## config.mk

```make
export PLATFORM = sky130hd
export DESIGN_NAME = pcs_tx_oset_scheduler
export DESIGN_NICKNAME = d
export VERILOG_FILES = /design/src/rtl/pcs_tx_pkg.sv /design/src/rtl/pcs_cfg_oset_gen.sv /design/src/rtl/pcs_tx_oset_scheduler.sv
export SDC_FILE = /design/constraint.sdc
export NUM_CORES = 1
export LEC_CHECK = 0
export BUFFER_PORTS_ARGS = -buffer_cell sky130_fd_sc_hd__buf_2
export CELL_PAD_IN_SITES_DETAIL_PLACEMENT = 1
export CELL_PAD_IN_SITES_GLOBAL_PLACEMENT = 1
export CORE_MARGIN = 2
export CORE_UTILIZATION = 40
export DETAILED_ROUTE_END_ITERATION = 7
export HOLD_SLACK_MARGIN = 0.15
export PLACE_DENSITY_LB_ADDON = 0.1
export SYNTH_ARGS = -nofsm -noshare
export SYNTH_HDL_FRONTEND = slang
export SYNTH_SLANG_ARGS = --single-unit
```

## constraint.sdc

```tcl
create_clock -name clk -period 2.6 [get_ports clk]
set_clock_uncertainty 0.05 [all_clocks]
set_input_delay 0.52 -clock clk [delete_from_list [all_inputs] [get_ports clk]]
set_output_delay 0.52 -clock clk [all_outputs]
set_load 0.02 [all_outputs]
```

## src/rtl/pcs_tx_pkg.sv

```systemverilog
// pcs_tx_pkg: shared codes and FSM states for the Clause-36 PCS transmit ordered-set scheduler.
package pcs_tx_pkg;

    localparam logic [1:0] XMIT_IDLE   = 2'd0;
    localparam logic [1:0] XMIT_CONFIG = 2'd1;
    localparam logic [1:0] XMIT_DATA   = 2'd2;

    localparam logic [7:0] OSET_I = 8'h00;
    localparam logic [7:0] OSET_C = 8'h01;
    localparam logic [7:0] OSET_S = 8'h02;
    localparam logic [7:0] OSET_D = 8'h03;
    localparam logic [7:0] OSET_T = 8'h04;
    localparam logic [7:0] OSET_R = 8'h05;
    localparam logic [7:0] OSET_V = 8'h06;

    localparam logic [7:0] K28_5 = 8'hBC;
    localparam logic [7:0] K27_7 = 8'hFB;
    localparam logic [7:0] K29_7 = 8'hFD;
    localparam logic [7:0] K23_7 = 8'hF7;
    localparam logic [7:0] K30_7 = 8'hFE;
    localparam logic [7:0] D5_6  = 8'hC5;
    localparam logic [7:0] D16_2 = 8'h50;
    localparam logic [7:0] D21_5 = 8'hB5;
    localparam logic [7:0] D2_2  = 8'h42;

    typedef enum logic [2:0] {
        ST_IDLE_K, ST_IDLE_D, ST_CFG, ST_START, ST_DATA, ST_END_T, ST_END_R, ST_END_R2
    } state_t;

endpackage

```

## src/rtl/pcs_cfg_oset_gen.sv

```systemverilog
// pcs_cfg_oset_gen: /C1/-/C2/ rotation counter and config word latch; presents the octet of the next code-group.
module pcs_cfg_oset_gen
    import pcs_tx_pkg::*;
(
    input  logic        clk,
    input  logic        rst,
    input  logic        clr_i,
    input  logic        active_i,
    input  logic        go_i,
    input  logic [15:0] cfg_i,
    output logic [7:0]  oct_o,
    output logic        k_o,
    output logic        last_o,
    output logic        wrap_o
);

    logic [2:0]  idx_q, idx_d;
    logic [15:0] word_q;

    // Entering from outside the rotation always restarts at /C1/.
    assign idx_d  = active_i ? idx_q + 3'd1 : 3'd0;
    assign k_o    = idx_d[1:0] == 2'd0;
    assign last_o = idx_d[1:0] == 2'd3;
    assign wrap_o = idx_q == 3'd7;
    assign oct_o  = idx_d[1:0] == 2'd0 ? K28_5 :
                    idx_d[1:0] == 2'd1 ? (idx_d[2] ? D2_2 : D21_5) :
                    idx_d[1:0] == 2'd2 ? word_q[7:0] : word_q[15:8];

    always_ff @(posedge clk or negedge rst) begin
        if (!rst) begin
            idx_q  <= 3'd0;
            word_q <= 16'd0;
        end else if (clr_i) begin
            idx_q  <= 3'd0;
            word_q <= 16'd0;
        end else if (go_i) begin
            idx_q <= idx_d;
            if (idx_d[1:0] == 2'd0)
                word_q <= cfg_i;
        end
    end

endmodule

```

## src/rtl/pcs_tx_oset_scheduler.sv

```systemverilog
// pcs_tx_oset_scheduler: picks the ordered set and 8B code-group sent each clock,
// keeping /I/ on even boundaries and rotating /C1/-/C2/ while configuring.
module pcs_tx_oset_scheduler
    import pcs_tx_pkg::*;
(
    input  logic        clk,
    input  logic        rst,
    input  logic        power_on,
    input  logic [1:0]  xmit,
    input  logic        tx_en,
    input  logic        tx_er,
    input  logic [7:0]  txd,
    input  logic [15:0] tx_config_reg,
    input  logic        tx_disparity_pos,
    output logic [7:0]  cg_octet,
    output logic        cg_k,
    output logic        tx_even,
    output logic [7:0]  tx_o_set,
    output logic        tx_oset_indicate
);

    state_t     state_q, state_d, nxt;
    logic [7:0] oct_d, oset_d, cfg_oct;
    logic       k_d, ind_d, cfg_k, cfg_last, cfg_wrap;
    logic       data_ok;

    assign data_ok = xmit == XMIT_DATA && tx_en;

    pcs_cfg_oset_gen u_cfg (
        .clk      (clk),
        .rst      (rst),
        .clr_i    (!power_on),
        .active_i (state_q == ST_CFG),
        .go_i     (state_d == ST_CFG),
        .cfg_i    (tx_config_reg),
        .oct_o    (cfg_oct),
        .k_o      (cfg_k),
        .last_o   (cfg_last),
        .wrap_o   (cfg_wrap)
    );

    always_comb begin
        nxt = ST_IDLE_K;
        case (state_q)
            ST_IDLE_K:         nxt = ST_IDLE_D;
            ST_IDLE_D:         nxt = xmit == XMIT_CONFIG ? ST_CFG : data_ok ? ST_START : ST_IDLE_K;
            ST_CFG:            nxt = (!cfg_wrap || xmit == XMIT_CONFIG) ? ST_CFG : ST_IDLE_K;
            ST_START, ST_DATA: nxt = data_ok ? ST_DATA : ST_END_T;
            ST_END_T:          nxt = ST_END_R;
            // A /R/ on an even slot needs a second /R/ so the next /I/ starts even.
            ST_END_R:          nxt = tx_even ? ST_END_R2 : ST_IDLE_K;
            default:           nxt = ST_IDLE_K;
        endcase
        state_d = power_on ? nxt : ST_IDLE_K;
        oct_d   = K28_5;
        k_d     = 1'b1;
        oset_d  = OSET_I;
        ind_d   = 1'b1;
        case (state_d)
            ST_IDLE_K: ind_d = 1'b0;
            ST_IDLE_D: begin
                oct_d = tx_disparity_pos ? D5_6 : D16_2;
                k_d   = 1'b0;
            end
            ST_CFG: begin
                oct_d  = cfg_oct;
                k_d    = cfg_k;
                oset_d = OSET_C;
                ind_d  = cfg_last;
            end
            ST_START: begin
                oct_d  = K27_7;
                oset_d = OSET_S;
            end
            ST_DATA: begin
                oct_d  = tx_er ? K30_7 : txd;
                k_d    = tx_er;
                oset_d = tx_er ? OSET_V : OSET_D;
            end
            ST_END_T: begin
                oct_d  = K29_7;
                oset_d = OSET_T;
            end
            default: begin
                oct_d  = K23_7;
                oset_d = OSET_R;
            end
        endcase
    end

    always_ff @(posedge clk or negedge rst) begin
        if (!rst) begin
            state_q          <= ST_IDLE_K;
            cg_octet         <= K28_5;
            cg_k             <= 1'b1;
            tx_even          <= 1'b1;
            tx_o_set         <= OSET_I;
            tx_oset_indicate <= 1'b0;
        end else begin
            state_q          <= state_d;
            cg_octet         <= oct_d;
            cg_k             <= k_d;
            tx_even          <= !power_on || !tx_even;
            tx_o_set         <= oset_d;
            tx_oset_indicate <= ind_d;
        end
    end

endmodule

```

* After elaboration in Yosys (flattened, before gate mapping)
Index checks and enable logic that the tools add are counted.
** Operators by class
- Add/sub/neg operators :: 1
- Multiply operators :: 0
- Divide/modulo/power cells :: 0
- $lt $le $gt $ge :: 0
- Eq/ne operators :: 19
- Shift operators :: 0
- Multiplexer cells :: 24
- Bitwise operators :: 0
- Reduce and logical (&&, ||, !) cells :: 12
** Operators with widths (number)
- 16-bit 2-to-1 mux :: 3
- 8-bit 2-to-1 mux :: 6
- 8-bit one-hot mux with 6 select lines :: 1
- 3-bit equality test, second input constant :: 6
- 3-bit 2-to-1 mux :: 6
- 3-bit one-hot mux with 6 select lines :: 1
- 3-bit one-hot mux with 5 select lines :: 1
- 3-bit by 2-bit equality test with 1-bit output, second input constant :: 4
- 2-bit equality test, second input constant :: 3
- 3-bit by 1-bit equality test with 1-bit output, second input constant :: 2
- 3-bit zero test :: 2
- 2-bit 2-to-1 mux :: 3
- 2-bit by 1-bit equality test with 1-bit output, second input constant :: 2
- 2-bit by 1-bit inequality test with 1-bit output, second input constant :: 2
- 2-bit OR reduction :: 2
- 3-bit by 1-bit adder with 3-bit output, second input constant :: 1
- 1-bit zero test :: 3
- 1-bit one-hot mux with 3 select lines :: 1
- 2-bit zero test :: 1
- 1-bit logical OR :: 2
- 1-bit one-hot mux with 2 select lines :: 1
- 2-bit AND reduction :: 1
- 1-bit logical AND :: 1
- 1-bit 2-to-1 mux :: 1
** Storage, ports and cells
- Bits in registers :: 41
- Latch bits :: 0
- Bits in writable memories :: 0
- Bits in read-only memories :: 0
- Input port bits :: 32
- Output and inout port bits :: 19
- Word-level logic and storage cells :: 64
- Memories :: 0

* Longest topological paths before layout
Gate-level depths: netlist (run 1).
- Depth after elaboration :: 9
- Mapped depth :: 9
- Depth with buffers taken out :: 7

* Modules after synthesis
Synthesis (run 1) repeated with hierarchy kept, for this count alone.
** Second synthesis, totals
- Cells, all modules :: 214
- Area total of the unflattened synthesis :: 2103.3 um2
** By module, submodules not included
- pcs_tx_oset_scheduler :: times used 1, cells each 121, area an instance 1126.1 um2, sequential area each 434.2 um2
- pcs_cfg_oset_gen :: times used 1, cells each 93, area an instance 977.2 um2, sequential area each 475.5 um2

* Least setup slack after synthesis (run 1)
Ideal clock, no wire load.
- Kind :: input-to-reg
- Start :: input port xmit[0]
- End :: register u_cfg.word_q[10]
- Library setup time :: 79 ps
- Data arrival time :: 1863 ps
- Required time :: 2471 ps
- Setup slack :: 608 ps
- Stages on the path :: 7
- Path buffers :: 2
- Cells stage by stage :: nand3b_1 > a21oi_1 > o31ai_2 > nor3_2 > buf_6 > buf_12 > mux2i_1
** On the way
- Word-level cells in the longest chain between the ends :: 9
- Elaborated cells on any way between the ends :: 13
- Classes of those cells :: eq/ne: 4; mux: 6; reduce/logical: 3
** RTL lines
- from (decl) :: line pcs_tx_oset_scheduler.sv:9 : input logic [1:0] xmit,
- 2-bit equality test :: line pcs_tx_oset_scheduler.sv:27 : assign data_ok = xmit == XMIT_DATA && tx_en;
- 1-bit logical AND :: line pcs_tx_oset_scheduler.sv:27
- 2-bit 2-to-1 mux (2 in series) :: line pcs_tx_oset_scheduler.sv:46 : ST_IDLE_D: nxt = xmit == XMIT_CONFIG ? ST_CFG : data_ok ? ST_START : ST_IDLE_K;
- 3-bit one-hot mux with 6 select lines (*) :: line pcs_tx_oset_scheduler.sv:44 : case (state_q)
- 3-bit 2-to-1 mux (*) :: line pcs_tx_oset_scheduler.sv:54 : state_d = power_on ? nxt : ST_IDLE_K;
- 3-bit by 2-bit equality test with 1-bit output (*) :: line pcs_tx_oset_scheduler.sv:34 : .go_i (state_d == ST_CFG),
- 2-bit by 1-bit inequality test with 1-bit output (no line) (*)
- 2-bit AND reduction (no line) (*)
- to (signal assigned) :: line pcs_cfg_oset_gen.sv:39 : word_q <= cfg_i;
- to (decl) :: line pcs_cfg_oset_gen.sv:18 : logic [15:0] word_q;
Mark *: on every way between the ends. The rest lies on a longest branch, timed or not.
A chain may end at the register's enable or synchronous reset.

* Final worst setup path (run 1)
- Start :: register state_q[2]
- End :: register cg_octet[6]
** On the way
- Word-level cells in the longest chain between the ends :: 7
- Elaborated cells on any way between the ends :: 25
- Classes of those cells :: eq/ne: 13; mux: 8; reduce/logical: 4
** RTL lines
- from (decl) :: line pcs_tx_oset_scheduler.sv:22 : state_t state_q, state_d, nxt;
- from (signal assigned) :: line pcs_tx_oset_scheduler.sv:100 : state_q <= state_d;
- parallel branches: the longest is 6 deep, another holds 3-bit one-hot mux with 6 select lines
- 8-bit one-hot mux with 6 select lines (*) :: line pcs_tx_oset_scheduler.sv:59 : case (state_d)
- net oct_d[6] :: line pcs_tx_oset_scheduler.sv:23 : logic [7:0] oct_d, oset_d, cfg_oct;
- to (signal assigned) :: line pcs_tx_oset_scheduler.sv:101 : cg_octet <= oct_d;
- to (decl) :: line pcs_tx_oset_scheduler.sv:15 : output logic [7:0] cg_octet,
Mark *: on every way through the listed nets, which the timed path passes.

==> qor.txt, run 1 <==
GR Util All Layers - 0.1822
Site row count - 26
Yosys warning total - 0
Slew HR - 0.4191
Leakage - 1.136 nW
Num CTS Buffers - 5
Post-Route WL - 5.243 mm
Critical path class - register to register
Initial Utilization - 0.4142
Clk slew on worst S/H paths - 80 ps
Ant. Diodes - 0
Crit-path max FO - 13
Die ar. - 5851 sq um
Crit share post-route - 0.8939
Top post-synthesis cells by area - dfrtp_1 35%, mux2i_1 10%, dfstp_2 8.8%, a21oi_1 4.5%, nand2_1 4.5%
Die height - 76.49 microns
CTS Hold Buffers Added - 0
Number of port buffers - 45
Hold Crit Class - input pin to async pin
Synth Register Bits - 36
Final nets - 300
Drt wl/cell - 15.56 microns
Setup Fix Bufs, Post-CTS - 0
Critical path startpoint - state_q[2]$_DFF_PN0_
CTS H-tree lvls - 2
DP Wirelength - 3.818 mm
R2R Path End - cg_octet[6]$_DFF_PN0_
Worst Setup EP - cg_octet[6]$_DFF_PN0_
DR pass1 iterations - 6
Sequential share of the synthesized area - 0.4327
CP arrival - 2470 ps
Share of cells above drive strength 1 - 0.2809
Routed Antenna Nets - 0
Synth Cell Area - 2102 sq um
Sum Neg Setup Slack - 0 ps
Gp weighted congestion - 0.8261
Post-place setup slack - 252.9 ps
Post-synth top area cell - dfrtp_1
Final setup margin - 275.9 ps
Seq. cell area - 909.6 sq um
Tmin final - 2324 ps
CTS tree - built
Maxcap violations - 0
Slew Limit Fails - 0
Clock Tree Root - clkbuf_8
DRT iter0 DRCs - 67
Worst VDD drop - 0.0002664 V
Reg2Reg Setup Slack - 280 ps
CORE AREA - 5075 sq um
Max Root-Sink Buffers - 2
Final setup viols - 0
Syn avg cell area - 9.384 sq um
Area of the multi-input gates - 994.7 sq um
TritonCTS Sinks - 36
Post_cts resized - 0
Worst R2R Start - state_q[2]$_DFF_PN0_
Placed cell count - 329
Yosys cell types - 44
Vias in the first global route - 1734
RSZ-0062 raised after global routing - no
Final Hold Viols - 0
Via count - 1742
Fmax - 430.3 MHz
Initial antenna violation count - 0
Status - finished clean
Drt drc - 0
Crit start category - register
# fillers - 651
Crit path capture type - register
Register-to-Register Path Depth - 5
Area Growth Syn to Fin - 16.90%
Post-synth top area share - 0.3452
Pwr Density - 542.1 nW/um^2
Worst-margin pin slew - 871.4 ps
IO Pins - 51
Die Width - 76.49 microns
Clock Latency Late Sink - 280 ps
GRT overflow - 0
Non-Filler Instances - 337
Worst EP required - 2740 ps
Pin count of the biggest net entering global routing - 37
First-pass GRT wire length - 8.590 mm
Vias per cell - 5.169
Cell count after synthesis - 224
==> cells in the mapped netlist (all sizes together) <==
cell,number
a221oi,1
o221ai,1
a21oi,20
clkbuf,7
or3,2
o21ai,14
conb,1
dfstp,7
nand3b,3
or2b,1
a311oi,1
o31ai,2
nor3,2
or2,3
ha,2
a2bb2oi,1
nand4,5
mux2i,22
o31a,1
nor2,5
or3b,1
o211ai,7
nand2,25
nand3,4
dfrtp,29
nand2b,4
buf,13
nor2b,1
o2111ai,2
a21o,3
nor3b,2
o21a,1
a2111oi,1
inv,22
a31oi,2
nand4b,4
mux2,2
==> final cells by class <==
class | count | area share
Clock buffer | 8 | 0.04073
Inverter | 22 | 0.03360
Multi-Input combinational cell | 150 | 0.4048
Sequential cell | 36 | 0.3702
Tap cell | 70 | 0.03564
Timing Repair Buffer | 51 | 0.1151
==> cells in the final DEF, fill, tap and decap left out, drive strengths merged, types with 2 or more instances in the layout <==
cell type   n
clkbuf      8
or3         2
nand2b      4
o211ai      7
nor3b       2
o31ai       2
inv        22
a21oi      20
dfrtp      29
mux2i      22
o2111ai     2
mux2        2
nand3       4
ha          2
nand4b      4
nand3b      3
buf        51
dfstp       7
a21o        3
or2         3
o21ai      14
nand2      25
nor3        2
nor2        5
nand4       5
a31oi       2
conb        5
==> power breakdown <==
part,switching (mW),internal (mW),leakage [nW]
Combinational,0.161,0.0926,0.613
Sequential,0.0251,0.607,0.471
Clock,0.204,0.242,0.0515
==> registers in the layout (all words and copies together), names as in the netlist <==
name	flops
cg_k	1
cg_octet	8
state_q	3
tx_even	1
tx_o_set	3
tx_oset_indicate	1
u_cfg.idx_q	3
u_cfg.word_q	16
==> critical path, stage by stage (launching register included) <==
cell	delay, ps
dfrtp_1	600
nand3b_1	240
o21ai_0	140
a21oi_1	730
nand3_1	210
o221ai_1	250
==> cell families after synthesis <==
family / after synthesis / share of synthesized area
flip-flops: 36 / 0.4327
adder cells (fa/ha/maj): 2 / 0.01190
multiplexers: 24 / 0.1155
other: 1 / 0.001784
AND/OR/NAND/NOR: 62 / 0.1595
buffers and inverters: 42 / 0.1012
AO/OA/AOI/OAI: 57 / 0.1774
==> through the flow <==
step | power (mW) | cell area (sq um) | util | hold WS [ps]
3_3_place_gp | 0.8955 | 2357 | 0.4645 | 423.5
5_1_grt | 1.395 | 2457 | 0.4842 | 336.6
2_1_floorplan | 0.8137 | 2117 | - | 174.4
3_5_place_dp | 0.8986 | 2357 | 0.4645 | 424.3
4_1_cts | 1.351 | 2457 | 0.4842 | 312.8
6_report | 1.332 | 2457 | 0.4842 | 283.0
==> metal layers <==
metal,global-route usage,vias up,part of all wire
li1,-,854,-
met1,0.2470,841,0.47
met2,0.2956,41,0.48
met3,0.04028,6,0.037
met4,0.04727,0,0.0088
met5,0,-,0
==> how the worst min path moves through the flow <==
stage / to / slack, ps / cells past startpoint
floorplan: cg_octet[0]$_DFF_PN0_ / 170 / 0
CTS: state_q[1]$_DFF_PN0_ / 310 / 1
finish: state_q[1]$_DFF_PN0_ / 280 / 1
detailed placement: tx_even$_DFF_PN1_ / 420 / 1
global placement: tx_even$_DFF_PN1_ / 420 / 1
global route: state_q[1]$_DFF_PN0_ / 340 / 1
(Power assumes the default switching activity.)
==> run 2, diff against run 1 <==
Settings changed: ABC_AREA from default to 1, CORE_UTILIZATION 40 to 38.
==> qor.txt, run 2 <==
Clock Tree Root - clkbuf_8
Register-to-Register Path Depth - 9
Drt drc - 0
Synth Register Bits - 36
Most common cell in the netlist - nand2_1
Cell Chain, Critical Path - ha_1, ha_1, nand2_1, nand2_1, nand3_2, nor2_2, nand2_2, nand3_1, o211ai_1
Critical path class - register to register
CTS Hold Buffers Added - 0
Commonest cells in the netlist - 83 x nand2_1, 38 x nand3_1, 29 x dfrtp_1
Worst R2R Start - u_cfg.idx_q[0]$_DFFE_PN0P_
GRT overflow - 0
RSZ-0062 raised after global routing - no
Slew HR - 0.4622
Reg2Reg Setup Slack - 510 ps
Commonest non-fill, non-tap cell in the layout - nand2_1
First-pass GRT wire length - 9.011 mm
Fmax - 479.0 MHz
Seq. cell area - 909.6 sq um
Share of cells above drive strength 1 - 0.2395
IO Pins - 51
Crit start category - register
GR Util All Layers - 0.1904
Clk slew on worst S/H paths - 70 ps
Vias in the first global route - 1862
Critical path startpoint - u_cfg.idx_q[0]$_DFFE_PN0P_
Gp weighted congestion - 0.8341
Worst hold slack - 264.9 ps
Post-synth top area cell - dfrtp_1
Crit-path max FO - 9
DRT iter0 DRCs - 62
Sum Neg Setup Slack - 0 ps
Status - finished clean
CTS tree - built
Worst-margin pin slew - 806.7 ps
Commonest cells after routing, fill and taps aside - 83 x nand2_1, 45 x buf_2, 38 x nand3_1
Leakage - 1.315 nW
# fillers - 666
CP arrival - 2240 ps
Number of port buffers - 45
Area of the multi-input gates - 935.9 sq um
Worst VDD drop - 0.0002465 V
Drt wl/cell - 13.51 microns
Post_cts resized - 0
Met3 Usage GRT - 0.04353
DP Wirelength - 3.894 mm
Syn avg cell area - 7.640 sq um
Final setup viols - 0
Met1 usage - 0.2412
CTS H-tree lvls - 2
Top post-synthesis cells by area - dfrtp_1 36%, nand2_1 15%, nand3_1 9.4%, dfstp_2 9.1%, inv_1 4.7%
Post-synth EDFFs - 0
Post-place setup slack - 511.6 ps
Pwr Density - 673.5 nW/um^2
Async S/R FF share, synth - 1.000
Maxcap violations - 0
Final setup margin - 512.4 ps
Worst Setup EP - cg_k$_DFF_PN1_
Area Growth Syn to Fin - 16.94%
Max reg flops - 16
Ant. Diodes - 0
Hold Crit Class - input pin to async pin
R2R Path End - cg_k$_DFF_PN1_
Crit share post-route - 0.8029
Post-Route WL - 5.119 mm
DR pass1 iterations - 4
Via count - 1816
Num CTS Buffers - 5
Vias per cell - 4.792
Post-synth top area share - 0.3598
Cell count after synthesis - 264
Crit-path max cell delay - 450 ps
Non-Filler Instances - 379
Placed cell count - 371
Primary FF master, synth - dfrtp_1
CORE AREA - 5107 sq um
Biggest regs - u_cfg.word_q x16, cg_octet x8
Final Hold Viols - 0
Util after Layout - 0.4618
Final nets - 342
Sequential share of the synthesized area - 0.4510
Yosys cell types - 33
Most flops, register - u_cfg.word_q
Routed Antenna Nets - 0
Finished layout cell area - 2359 sq um
Max Root-Sink Buffers - 2
Met2 Track Usage GR - 0.3202
Die ar. - 5907 sq um
Tmin final - 2088 ps
Die Width - 76.86 microns
Site row count - 26
Critical path's slowest cell - dfrtp_1
Yosys warning total - 0
TritonCTS Sinks - 36
GR peak layer - met2
Synth Cell Area - 2017 sq um
Dpl cell area - 2265 sq um
Pin count of the biggest net entering global routing - 37
Tot Pwr - 1.588 mW
Initial antenna violation count - 0
Clock Latency Late Sink - 290 ps
Die height - 76.86 microns
Worst EP required - 2750 ps
Initial Utilization - 0.3949
Setup Fix Bufs, Post-CTS - 0
Crit path capture type - register
Slew Limit Fails - 0
-- run 2: cell types whose count changed after synthesis, moves of 4 or more --
| cell | change |
|---|---|
| nand3_1 | +34 |
| nand2_1 | +58 |
| nor2_1 | +15 |
| nand4_1 | -4 |
| clkbuf_1 | -4 |
| o21ai_1 | +4 |
| nand2b_1 | -4 |
| a21oi_1 | -13 |
| mux2i_1 | -22 |
| nand4b_1 | -4 |
-- run 2: power breakdown --
| part | internal (mW) | switching, mW |
|---|---|---|
| clock | 0.215 | 0.201 |
| combinational | 0.142 | 0.330 |
| sequential | 0.665 | 0.0355 |
-- run 2: cells by family (layout without fill, tap and decap cells) --
family                     Yosys count  after routing  share of synthesized area
and+or+nand+nor                    158            158                     0.3648
buffers and inverters               39             80                    0.09243
DFF                                 36             36                     0.4510
AOI/OAI and AO/OA                   28             28                    0.07754
adders and majority gates            2              2                    0.01240
other                                1              5                   0.001859
-- run 2: layer usage --
metal  share of wire  vias up
met5               0        -
met4           0.018        0
met3           0.042        8
met2            0.49       39
met1            0.45      842
li1                -      927
-- run 2: critical path, delay by kind of cell (launching register included) --
family | cells | cell delay, ps
fa+ha+maj | 2 | 330
simple gates | 6 | 1050
flops | 1 | 450
compound gates | 1 | 120
-- run 2: worst min-delay path by stage --
stage                                 end  slack (ps)  cells past startpoint
2_1_floorplan       cg_octet[0]$_DFF_PN0_         170                      0
3_3_place_gp            tx_even$_DFF_PN1_         390                      1
3_5_place_dp            tx_even$_DFF_PN1_         400                      1
4_1_cts        u_cfg.idx_q[1]$_DFFE_PN0P_         290                      1
5_1_grt             cg_octet[6]$_DFF_PN0_         330                      1
6_report             state_q[1]$_DFF_PN0_         260                      1
-- run 2: final cells by class --
cell class / count / share of cell area
clock inverter: 1 / 0.003183
multi-input combinational: 193 / 0.3968
timing repair buffer: 45 / 0.09549
clock buffer: 7 / 0.03660
tap: 70 / 0.03714
inverter: 27 / 0.04509
sequential: 36 / 0.3857
